## config.mk

```make
export PLATFORM = sky130hd
export DESIGN_NAME = sync_req_scheduler
export DESIGN_NICKNAME = d
export VERILOG_FILES = /design/src/rtl/sync_sched_pkg.sv /design/src/rtl/rr_pick.sv /design/src/rtl/sync_req_scheduler.sv
export SDC_FILE = /design/constraint.sdc
export NUM_CORES = 1
export LEC_CHECK = 0
export BUFFER_PORTS_ARGS = -buffer_cell sky130_fd_sc_hd__buf_2
export CAP_MARGIN = 40
export CORE_ASPECT_RATIO = 0.9
export CORE_MARGIN = 5
export CORE_UTILIZATION = 55
export DETAILED_ROUTE_END_ITERATION = 7
export GPL_TIMING_DRIVEN = 0
export PLACE_DENSITY = 0.78
export SYNTH_ARGS = -nofsm -noshare
export SYNTH_HDL_FRONTEND = slang
export SYNTH_SLANG_ARGS = --single-unit
```

## constraint.sdc

```tcl
create_clock -name clk -period 3.63 [get_ports clk]
set_input_delay 0.1815 -clock clk [delete_from_list [all_inputs] [get_ports clk]]
set_output_delay 0.1815 -clock clk [all_outputs]
set_load 0.02 [all_outputs]
```

## src/rtl/sync_sched_pkg.sv

```systemverilog
// Shared types and helpers for the synchronized request scheduler.
package sync_sched_pkg;

  typedef enum logic {
    IDLE = 1'b0,
    BUSY = 1'b1
  } state_t;

  localparam int unsigned DEFAULT_TIMEOUT = 1024;

  // Ceiling log2; clog2(1) = 0.
  function automatic int unsigned clog2(input int unsigned n);
    int unsigned r;
    r = 0;
    while ((32'd1 << r) < n) r++;
    return r;
  endfunction

endpackage

```

## src/rtl/rr_pick.sv

```systemverilog
// Combinational round-robin selector: first pending line after last_grant, wrapping to 0.
module rr_pick
  import sync_sched_pkg::*;
#(
  parameter int unsigned N_REQ = 4,
  parameter int unsigned IDW   = 2
) (
  input  logic [N_REQ-1:0] pending,
  input  logic [IDW-1:0]   last_grant,
  output logic             found,
  output logic [IDW-1:0]   winner,
  output logic [N_REQ-1:0] winner_onehot
);

  logic [IDW-1:0] idx;

  always_comb begin
    found         = 1'b0;
    winner        = '0;
    winner_onehot = '0;
    idx           = '0;
    for (int unsigned k = 1; k <= N_REQ; k++) begin
      idx = IDW'((32'(last_grant) + k) % N_REQ);
      if (!found && pending[idx]) begin
        found         = 1'b1;
        winner        = idx;
        winner_onehot = N_REQ'(1) << idx;
      end
    end
  end

endmodule

```

## src/rtl/sync_req_scheduler.sv

```systemverilog
// Round-robin scheduler sharing one consumer among synchronized request lines.
// Optional watchdog abort enabled by defining SYNC_SCHED_WATCHDOG_EN.
module sync_req_scheduler
  import sync_sched_pkg::*;
#(
  parameter int unsigned N_REQ   = 4,
  parameter int unsigned IDW     = 2,
  parameter int unsigned TIMEOUT = DEFAULT_TIMEOUT
) (
  input  logic             clk,
  input  logic             reset,
  input  logic [N_REQ-1:0] req_sync,
  input  logic             done,
  input  logic             clear_overrun,
  output logic             start,
  output logic [IDW-1:0]   grant_id,
  output logic [N_REQ-1:0] grant_onehot,
  output logic             busy,
  output logic [N_REQ-1:0] overrun,
  output logic             timeout_err
);

  state_t           state;
  logic [N_REQ-1:0] req_q;
  logic [N_REQ-1:0] pending;
  logic [N_REQ-1:0] rise;
  logic [N_REQ-1:0] grant_vec;
  logic [N_REQ-1:0] win_onehot;
  logic [IDW-1:0]   last_grant;
  logic [IDW-1:0]   win_id;
  logic             found;
  logic             grant_now;
  logic             done_ok;
  logic             wd_expire;

  assign rise      = req_sync & ~req_q;
  assign grant_now = (state == IDLE) && found;
  assign grant_vec = grant_now ? win_onehot : '0;
  // done arriving together with start belongs to no transaction yet
  assign done_ok   = done && !start;

  rr_pick #(
    .N_REQ(N_REQ),
    .IDW  (IDW)
  ) u_pick (
    .pending      (pending),
    .last_grant   (last_grant),
    .found        (found),
    .winner       (win_id),
    .winner_onehot(win_onehot)
  );

  // Edge detect, one pending slot per line, sticky overrun (set beats clear).
  always_ff @(posedge clk or posedge reset) begin
    if (reset) begin
      req_q   <= '0;
      pending <= '0;
      overrun <= '0;
    end else begin
      req_q   <= req_sync;
      pending <= (pending & ~grant_vec) | rise;
      overrun <= (overrun & {N_REQ{~clear_overrun}}) | (rise & pending & ~grant_vec);
    end
  end

  // Grant FSM with registered handshake outputs.
  always_ff @(posedge clk or posedge reset) begin
    if (reset) begin
      state        <= IDLE;
      last_grant   <= IDW'(N_REQ - 1);
      start        <= 1'b0;
      grant_id     <= '0;
      grant_onehot <= '0;
      busy         <= 1'b0;
    end else begin
      start <= 1'b0;
      case (state)
        IDLE: begin
          if (found) begin
            state        <= BUSY;
            start        <= 1'b1;
            grant_id     <= win_id;
            grant_onehot <= win_onehot;
            busy         <= 1'b1;
            last_grant   <= win_id;
          end
        end
        BUSY: begin
          if (done_ok || wd_expire) begin
            state        <= IDLE;
            busy         <= 1'b0;
            grant_onehot <= '0;
          end
        end
        default: state <= IDLE;
      endcase
    end
  end

`ifdef SYNC_SCHED_WATCHDOG_EN
  localparam int unsigned CW = clog2(TIMEOUT);

  logic [CW-1:0] wd_cnt;

  assign wd_expire = (state == BUSY) && (wd_cnt == CW'(TIMEOUT - 1));

  // Counts BUSY cycles from the grant; done in the expiry cycle wins.
  always_ff @(posedge clk or posedge reset) begin
    if (reset) begin
      wd_cnt      <= '0;
      timeout_err <= 1'b0;
    end else begin
      timeout_err <= wd_expire && !done_ok;
      if (grant_now) begin
        wd_cnt <= '0;
      end else if (state == BUSY) begin
        wd_cnt <= wd_cnt + CW'(1);
      end
    end
  end
`else
  logic [31:0] unused_timeout;

  assign unused_timeout = 32'(TIMEOUT);
  assign wd_expire      = 1'b0;
  assign timeout_err    = 1'b0;
`endif

endmodule

```

==> results.sh, run 1 <==
export IMPL_ys_seq_area_share_pct=43.50
export IMPL_drive_gt1_share_pct=24.52
export IMPL_num_fill_cells=178
export IMPL_clock_sinks=23
export IMPL_final_cells=182
export IMPL_clockRootBuffer="clkbuf_4"
export IMPL_gr_total_overflow=0
export IMPL_netlist_instances=128
export IMPL_slew_viol_final=0
export IMPL_required_ns=3.80
export IMPL_rsz0062_at_grt="no"
export IMPL_drc=0
export IMPL_portBuffers=19
export IMPL_max_slew_margin_pct=41.30
export IMPL_ys_seq_elements=23
export IMPL_die_x_um=61.81
export IMPL_cts_path_max_buffers=2
export IMPL_critical_path_top_delay_family="multiplexers"
export IMPL_fin_tns_setup_ns=0
export IMPL_internal_power_w=0.0007346
export IMPL_pwr_share_comb_pct=60.4
export IMPL_coreArea_um2=2242
export IMPL_tightest_slew_ns=0.8795
export IMPL_wl_per_cell_um=16.19
export IMPL_critPathSlowestCell="mux4_1"
export IMPL_layout_nets=170
export IMPL_top_layer_used="met4"
export IMPL_holdWs_ns=0.03644
export IMPL_die_h_um=56.63
export IMPL_power_frac_seq_pct=31.1
export IMPL_initial_utilization_pct=59.26
export IMPL_p_clk_share_pct=8.4
export IMPL_cap_violations=0
export IMPL_worst_setup_path_type="register to register"
export IMPL_numCtsBuffers=3
export IMPL_grt_use_total_pct=18.88
export IMPL_vdd_drop_max_mv=0.5882
export IMPL_antenna_left=0
export IMPL_met3_length_um=169
export IMPL_drtIter0Drc=51
export IMPL_holdCritPathClass="input port to asynchronous set/reset pin"
export IMPL_cellLeakagePower_nw=0.7569
export IMPL_timing_critical_path_arrival_ns=3.61
export IMPL_viasPerCell=5.978
export IMPL_wl_met2_mm=1.486
export IMPL_switching_share_pct=46.07
export IMPL_ios=21
export IMPL_crit_chain="buf_6 > inv_1 > ha_1 > mux4_1 > buf_2 > nor3_4 > nand2_1 > a221oi_1 > o22ai_1"
export IMPL_netlist_area_um2=1329
export IMPL_hold_viol=0
export IMPL_final_setup_viol_count=0
export IMPL_rows=16
export IMPL_grt_antenna_before_repair=0
export IMPL_h_tree_depth=1
export IMPL_dp_hpwl_mm=2.205
export IMPL_yosysUniqueCellTypes=41
export IMPL_syn_area_per_cell_um2=10.38
export IMPL_finClkSkew_ns=0.005551
export IMPL_post_place_cells=174
export IMPL_gp_congestion=0.8873
export IMPL_max_stage_delay_ns=0.65
export IMPL_firstDrtPassIters=4
export IMPL_syn2layout_area_growth_pct=15.25
export IMPL_layout_min_cycle_time_ns=3.434
export IMPL_status="complete, no violations"
export IMPL_grt_pass1_vias=1017
export IMPL_grt_max_degree=24
export IMPL_wl_met1_mm=1.253
export IMPL_start_kind="register"
export IMPL_end_kind="register"
export IMPL_min_period_over_period_pct=94.61
export IMPL_drt_wl_total_mm=2.947
export IMPL_cts_tree="built"
export IMPL_antenna_cells=0
export IMPL_synth_nets=142
export IMPL_fmax_ghz=0.2912
export IMPL_path_max_fanout=10
export IMPL_die_area_um2=3500
export IMPL_yosys_warnings=0
export IMPL_p_per_area_nw_per_um2=889.5
export IMPL_vias=1088
export IMPL_clk_transition_reported_paths_ns=0.12
export IMPL_clk_latency_ns=0.31
export IMPL_p_sw_w=0.0006276
export IMPL_grt_first_pass_wirelength_mm=4.933
export IMPL_worst_path_buf_inv=3
[through the flow]
stage / util, % / total power, W / area [um2] / worst slack [ns]
floorplan: - / 0.001033 / 1329 / 0.6291
global placement: 65.01 / 0.001189 / 1458 / 0.3010
detailed placement: 65.01 / 0.001231 / 1458 / 0.1959
CTS: 68.02 / 0.001354 / 1525 / 0.1676
global route: 68.30 / 0.001462 / 1531 / 0.006567
finish: 68.30 / 0.001362 / 1531 / 0.1957
[cell type report]
| type | count | area [um2] | area share (%) |
|---|---|---|---|
| multi-input combinational | 86 | 665.6 | 43.46 |
| sequential | 23 | 578.1 | 37.75 |
| clock inverter | 1 | 5.005 | 0.3268 |
| clock buffer | 3 | 22.52 | 1.471 |
| inverter | 13 | 48.80 | 3.186 |
| buffer | 6 | 42.54 | 2.778 |
| timing repair buffer | 23 | 135.1 | 8.824 |
| tap | 27 | 33.78 | 2.206 |
[worst reg2reg max path: stages (launching register included)]
cell	delay (ns)
dfstp_2	0.64
buf_6	0.17
inv_1	0.09
ha_1	0.40
mux4_1	0.65
buf_2	0.23
nor3_4	0.34
nand2_1	0.14
a221oi_1	0.50
o22ai_1	0.15
[logic make-up (layout without fill, tap and decap cells)]
| logic type | Yosys count | in the layout | synth area share [%] |
|---|---|---|---|
| AND/OR/NAND/NOR | 34 | 34 | 13.18 |
| adder cells (fa/ha/maj) | 6 | 6 | 5.650 |
| AO/OA/AOI/OAI | 39 | 39 | 21.66 |
| multiplexers | 6 | 6 | 8.851 |
| flip-flops | 23 | 23 | 43.50 |
| other | 1 | 1 | 0.2822 |
| buffers and inverters | 19 | 46 | 6.874 |
[worst paths after layout]
path	from	to	slack, ns	cells after the start
max	last_grant[0]	pending[2]	0.20	9
min	reset	grant_id[1]	0.04	2
max reg2reg	last_grant[0]	pending[2]	0.20	9
min reg2reg	req_q[0]	overrun[0]	0.47	1
max in group asynchronous	reset	req_q[2]	3.05	2
min in group clk	clear_overrun	overrun[0]	0.19	4
[power by group through the flow]
stage                     combinational, W  clock [W]  sequential [W]
after detailed placement          0.000801          0        0.000429
after global placement            0.000767          0        0.000422
after floorplan                   0.000557          0        0.000476
final                             0.000823   0.000115        0.000424
after CTS                         0.000809   0.000121        0.000423
after global routing              0.000894   0.000130        0.000438
[layer usage]
layer	up-vias	global-route usage, %
li1	521	-
met1	518	27.02
met2	45	28.40
met3	4	2.752
met4	0	7.273
met5	-	0
[Yosys cell counts (all sizes together)]
cell      n  area (um2)
a211o     1       10.01
a21o      5       37.54
a21oi     9       45.04
a221o     1       10.01
a221oi    3       26.28
a22o      2       17.52
a31oi     1       6.260
a32o      1       10.01
and2b     1       7.510
buf       4       35.03
clkbuf    2       7.510
conb      1       3.750
dfrtp    21       525.5
dfstp     2       52.55
ha        6       75.07
inv      13       48.80
mux2i     2       20.02
mux4      4       97.59
nand2    16       60.06
nand2b    2       12.51
nand3b    2       15.01
nor2      7       26.28
nor2b     2       12.51
nor3      1       16.27
o21a      1       7.510
o21ai     4       20.02
o221a     1       11.26
o22ai     2       12.51
o2bb2ai   1       8.760
o311a     1       10.01
o31a      1       8.760
o31ai     1       7.510
o32a      2       21.27
o41ai     2       17.52
or2       1       6.260
or3       1       7.510
or4       1       11.26
[state kept, by name, summed over array words and instances (netlist names)]
register      cells
pending           4
start             1
busy              1
grant_onehot      4
overrun           4
last_grant        2
req_q             4
grant_id          2
state             1
[layout by cell type, fill, tap and decap left out, types with 2 or more instances in the layout]
| cell type | n |
|---|---|
| dfrtp_1 | 21 |
| buf_2 | 20 |
| nand2_1 | 16 |
| inv_1 | 13 |
| a21oi_1 | 9 |
| nor2_1 | 7 |
| ha_1 | 6 |
| a21o_1 | 5 |
| o21ai_0 | 4 |
| dlygate4sd3_1 | 4 |
| clkbuf_4 | 3 |
| buf_6 | 2 |
| mux4_1 | 2 |
| clkbuf_1 | 2 |
| mux4_2 | 2 |
| nand3b_1 | 2 |
| a22o_1 | 2 |
| a221oi_1 | 2 |
| o41ai_1 | 2 |
| nor2b_1 | 2 |
| o22ai_1 | 2 |
| nand2b_1 | 2 |
| mux2i_1 | 2 |
| dfstp_2 | 2 |
[timing repair]
action	4_1_cts	5_1_grt
gates resized for setup	0	1
endpoints found under the setup margin	0	1
hold endpoints to repair	4	0
hold buffers	4	0
setup buffers	0	0
(Power assumes the default switching activity.)
==> run 2, diff against run 1 <==
--- a/config.mk
+++ b/config.mk
@@ -7,12 +7,16 @@
 export LEC_CHECK = 0
 export BUFFER_PORTS_ARGS = -buffer_cell sky130_fd_sc_hd__buf_2
 export CAP_MARGIN = 40
+export CELL_PAD_IN_SITES_DETAIL_PLACEMENT = 1
+export CELL_PAD_IN_SITES_GLOBAL_PLACEMENT = 1
 export CORE_ASPECT_RATIO = 0.9
 export CORE_MARGIN = 5
-export CORE_UTILIZATION = 55
+export CORE_UTILIZATION = 43
 export DETAILED_ROUTE_END_ITERATION = 7
 export GPL_TIMING_DRIVEN = 0
-export PLACE_DENSITY = 0.78
+export MAX_ROUTING_LAYER = met4
+export PLACE_DENSITY_LB_ADDON = 0.1
 export SYNTH_ARGS = -nofsm -noshare
 export SYNTH_HDL_FRONTEND = slang
 export SYNTH_SLANG_ARGS = --single-unit
+export TNS_END_PERCENT = 50
==> results.sh, run 2 (synthesis results as in run 1) <==
export IMPL_status="complete, no violations"
export IMPL_rows=19
export IMPL_timing_critical_path_arrival_ns=3.70
export IMPL_cts_path_max_buffers=2
export IMPL_fmax_ghz=0.2829
export IMPL_multi_input_area_um2=659.4
export IMPL_cts_setup_buffers=0
export IMPL_antenna_cells=0
export IMPL_path_max_fanout=10
export IMPL_viasPerCell=5.457
export IMPL_gr_total_overflow=0
export IMPL_drtIter0Drc=34
export IMPL_worst_setup_path_type="register to register"
export IMPL_initial_utilization_pct=44.01
export IMPL_final_setup_viol_count=0
export IMPL_final_cell_mix="dfrtp_1, buf_2, nand2_1"
export IMPL_grt_pass1_vias=1167
export IMPL_ios=21
export IMPL_coreArea_um2=3019
export IMPL_final_common_cell="dfrtp_1"
export IMPL_clk_transition_reported_paths_ns=0.12
export IMPL_tightest_slew_ns=0.7433
export IMPL_dp_hpwl_mm=2.584
export IMPL_firstDrtPassIters=4
export IMPL_portBuffers=19
export IMPL_die_x_um=68.60
export IMPL_vias=1086
export IMPL_layout_nets=172
export IMPL_cap_violations=0
export IMPL_grt_max_degree=13
export IMPL_drive_gt1_share_pct=23.57
export IMPL_hold_viol=0
export IMPL_required_ns=3.80
export IMPL_die_area_um2=4303
export IMPL_num_fill_cells=356
export IMPL_slew_viol_final=0
export IMPL_h_tree_depth=1
export IMPL_hold_path_depth=4
export IMPL_cts_tree="built"
export IMPL_rsz0062_at_grt="yes"
export IMPL_start_kind="register"
export IMPL_drt_wl_total_mm=3.302
export IMPL_critPathSlowestCell="a221oi_1"
export IMPL_vdd_drop_max_mv=0.4790
export IMPL_wl_per_cell_um=16.59
export IMPL_regArea_um2=578.1
export IMPL_cellLeakagePower_nw=0.7645
export IMPL_grt_use_total_pct=17.95
export IMPL_clk_latency_ns=0.31
export IMPL_crit_chain="buf_6 > inv_1 > ha_1 > mux4_1 > buf_2 > nor3_4 > nand2_1 > a221oi_1 > o22ai_1"
export IMPL_syn2layout_area_growth_pct=17.98
export IMPL_max_stage_delay_ns=0.68
export IMPL_grt_antenna_before_repair=0
export IMPL_finalPower_w=0.001370
export IMPL_numCtsBuffers=3
export IMPL_clock_sinks=23
export IMPL_utilization_pct=51.93
export IMPL_finClkSkew_ns=0.006788
export IMPL_layout_min_cycle_time_ns=3.535
export IMPL_max_slew_margin_pct=50.45
export IMPL_gp_congestion=0.9052
export IMPL_reg2reg_depth=9
export IMPL_drc=0
export IMPL_clockRootBuffer="clkbuf_4"
export IMPL_end_kind="register"
export IMPL_antenna_left=0
export IMPL_die_h_um=62.74
export IMPL_holdCritPathClass="input port to register"
export IMPL_min_period_over_period_pct=97.38
export IMPL_p_per_area_nw_per_um2=874.0
export IMPL_grt_first_pass_wirelength_mm=5.706
==> run 2: cell types whose count changed in the layout (fill, tap and decap cells not counted), sizes merged <==
cell         previous run  this run
buf                    23        24
clkbuf                  5         6
clkinv                  1         0
dlygate4sd3             4         5
==> run 2: critical path: cells and delay by family, from the launching register on <==
kind	cells	cell delay [ns]
fa+ha+maj	1	0.40
mux	1	0.64
flops	1	0.63
compound gates	2	0.81
simple gates	2	0.43
buf+inv	3	0.48
==> run 2: power by group <==
part           internal [W]  leakage, nW  switching, W
sequential         0.000346        0.268     0.0000855
combinational      0.000347        0.482      0.000471
clock             0.0000429       0.0150     0.0000777
==> run 2: stage by stage <==
stage | setup slack (ns) | hold slack [ns] | instances | setup TNS, ns | cell area (um2)
finish | 0.09518 | 0.1854 | 199 | 0 | 1568
global placement | 0.2316 | 0.3005 | 189 | 0 | 1476
CTS | 0.09663 | 0.1828 | 199 | 0 | 1568
global route | -0.1282 | 0.1830 | 199 | -0.4112 | 1568
detailed placement | 0.1076 | 0.2324 | 190 | 0 | 1491
floorplan | 0.6291 | 0.1819 | 128 | 0 | 1329
==> run 2: path summary, 6_finish.rpt <==
path / start / endpoint / slack [ns]
worst max-delay path: last_grant[0] / pending[2] / 0.1
worst min-delay path: clear_overrun / overrun[2] / 0.19
worst max register to register: last_grant[0] / pending[2] / 0.1
worst min register to register: req_q[0] / pending[0] / 0.47
max in group asynchronous: reset / last_grant[0] / 2.67
min in group asynchronous: reset / pending[0] / 0.42
==> run 2: repair_timing <==
action	in CTS	in global routing
hold buffers	5	0
setup endpoints to repair	0	5
endpoints found under the hold margin	14	0
resized for setup	0	0
==> run 2: metal layers <==
layer	track usage (%)	vias to the layer above	routed length (um)
met5	-	-	0
met4	4.467	0	40
met3	2.698	4	72
met2	28.72	17	1726
met1	23.52	547	1463
li1	-	518	-
==> run 2: area by class of cell <==
| cell class | count | share of cell area (%) |
|---|---|---|
| tap | 42 | 3.352 |
| sequential | 23 | 36.87 |
| multi-input combinational | 86 | 42.06 |
| buffer | 6 | 2.713 |
| inverter | 13 | 3.113 |
| clock buffer | 4 | 1.676 |
| timing repair buffer | 25 | 10.22 |
==> run 3, diff against run 2 <==
--- a/config.mk
+++ b/config.mk
@@ -16,6 +16,7 @@
 export GPL_TIMING_DRIVEN = 0
 export MAX_ROUTING_LAYER = met4
 export PLACE_DENSITY_LB_ADDON = 0.1
+export SETUP_SLACK_MARGIN = 0.1
 export SYNTH_ARGS = -nofsm -noshare
 export SYNTH_HDL_FRONTEND = slang
 export SYNTH_SLANG_ARGS = --single-unit
==> results.sh, run 3 (synthesis results as in run 1) <==
export IMPL_die_area_um2=4303
export IMPL_viasPerCell=5.399
export IMPL_path_max_fanout=10
export IMPL_dp_hpwl_mm=2.584
export IMPL_portBuffers=19
export IMPL_endpoint="pending[0]"
export IMPL_min_period_over_period_pct=91.01
export IMPL_clock_sinks=23
export IMPL_wl_per_cell_um=16.86
export IMPL_rsz0062_at_grt="no"
export IMPL_rows=19
export IMPL_coreArea_um2=3019
export IMPL_required_ns=3.83
export IMPL_cellLeakagePower_nw=0.7907
export IMPL_drtIter0Drc=39
export IMPL_timing_rr_start="last_grant[0]"
export IMPL_clk_transition_reported_paths_ns=0.13
export IMPL_reg2reg_slack_ns=0.33
export IMPL_layout_min_cycle_time_ns=3.304
export IMPL_vias=1096
export IMPL_slew_viol_final=0
export IMPL_layout_nets=176
export IMPL_grt_pass1_vias=1167
export IMPL_grt_antenna_before_repair=0
export IMPL_ios=21
export IMPL_gr_total_overflow=0
export IMPL_finClkSkew_ns=0.007276
export IMPL_final_common_cell="dfrtp_1"
export IMPL_wl_met1_mm=1.522
export IMPL_grt_use_total_pct=17.95
export IMPL_drt_wl_total_mm=3.423
export IMPL_initial_utilization_pct=44.01
export IMPL_grt_max_degree=13
export IMPL_clockRootBuffer="clkbuf_4"
export IMPL_hold_viol=0
export IMPL_final_setup_viol_count=0
export IMPL_cts_tree="built"
export IMPL_fin_tns_setup_ns=0
export IMPL_met3_length_um=68
export IMPL_die_x_um=68.60
export IMPL_top_layer_used="met4"
export IMPL_cap_violations=0
export IMPL_max_slew_margin_pct=62.25
export IMPL_num_fill_cells=354
export IMPL_crit_start="last_grant[0]"
export IMPL_status="complete, no violations"
export IMPL_firstDrtPassIters=4
export IMPL_multi_input_area_um2=694.4
export IMPL_worst_slack_ns=0.3263
export IMPL_h_tree_depth=1
export IMPL_dp_worst_setup_slack_ns=0.1076
export IMPL_antenna_left=0
export IMPL_final_cell_mix="dfrtp_1, buf_2, nand2_1"
export IMPL_die_h_um=62.74
export IMPL_drc=0
export IMPL_numCtsBuffers=3
export IMPL_grt_first_pass_wirelength_mm=5.706
export IMPL_gp_congestion=0.9052
export IMPL_timing_rr_end="pending[0]"
export IMPL_fmax_ghz=0.3027
export IMPL_drive_gt1_share_pct=26.71
export IMPL_regArea_um2=578.1
export IMPL_start_kind="register"
export IMPL_vdd_drop_max_mv=0.4844
export IMPL_holdCritPathClass="input port to register"
export IMPL_reg2reg_depth=9
export IMPL_wl_met2_mm=1.799
export IMPL_tightest_slew_ns=0.5663
export IMPL_syn2layout_area_growth_pct=22.88
export IMPL_clk_latency_ns=0.32
export IMPL_worst_setup_path_type="register to register"
export IMPL_end_kind="register"
export IMPL_p_per_area_nw_per_um2=871.0
export IMPL_cts_path_max_buffers=2
export IMPL_timing_critical_path_arrival_ns=3.50
export IMPL_antenna_cells=0
[run 3: cell count changes in the layout (fill, tap and decap cells not counted), sizes merged]
cell | previous run | this run
buf | 24 | 28
[run 3: layout make-up]
cell class | count | share of cell area [%]
Clock buffer | 4 | 1.609
Timing Repair Buffer | 29 | 11.65
Buffer | 6 | 2.605
Tap cell | 42 | 3.218
Sequential cell | 23 | 35.40
Multi-Input combinational cell | 86 | 42.53
Inverter | 13 | 2.988
[run 3: how the worst min path moves through the flow]
stage,start,to,cells past startpoint
2_1_floorplan,reset,busy,1
3_3_place_gp,req_sync[1],req_q[1],1
3_5_place_dp,reset,grant_onehot[1],2
4_1_cts,clear_overrun,overrun[2],4
5_1_grt,clear_overrun,overrun[2],4
6_report,clear_overrun,overrun[2],4
[run 3: report_power, final]
group          internal, W  switching [W]
clock            0.0000430      0.0000788
sequential        0.000346      0.0000850
combinational     0.000367       0.000502
[run 3: repair_timing]
action / CTS / global route
pin swaps: 0 / 1
endpoints found under the setup margin: 1 / 6
hold endpoints to repair: 14 / 0
setup buffers: 0 / 4
hold buffers: 5 / 0
gates resized for setup: 0 / 4
[run 3: per-stage QoR]
stage	instance area (um2)	hold slack, ns	power, W	util [%]	cells
2_1_floorplan	1329	0.1819	0.001033	-	128
3_3_place_gp	1476	0.3005	0.001221	48.90	189
3_5_place_dp	1491	0.2324	0.001257	49.40	190
4_1_cts	1568	0.1828	0.001383	51.93	199
5_1_grt	1633	0.1830	0.001538	54.08	203
6_report	1633	0.1797	0.001422	54.08	203
[run 3: critical path: stages (launching register included)]
cell      delay (ns)
dfstp_2         0.63
buf_6           0.17
inv_1           0.09
ha_1            0.40
mux4_1          0.64
buf_2           0.22
nor3_4          0.28
nand2_1         0.19
a221oi_4        0.43
o22ai_1         0.14
[run 3: layer usage]
| metal | vias up | track usage, % |
|---|---|---|
| met5 | - | - |
| met2 | 12 | 28.72 |
| met3 | 4 | 2.698 |
| met1 | 555 | 23.52 |
| li1 | 525 | - |
| met4 | 0 | 4.467 |
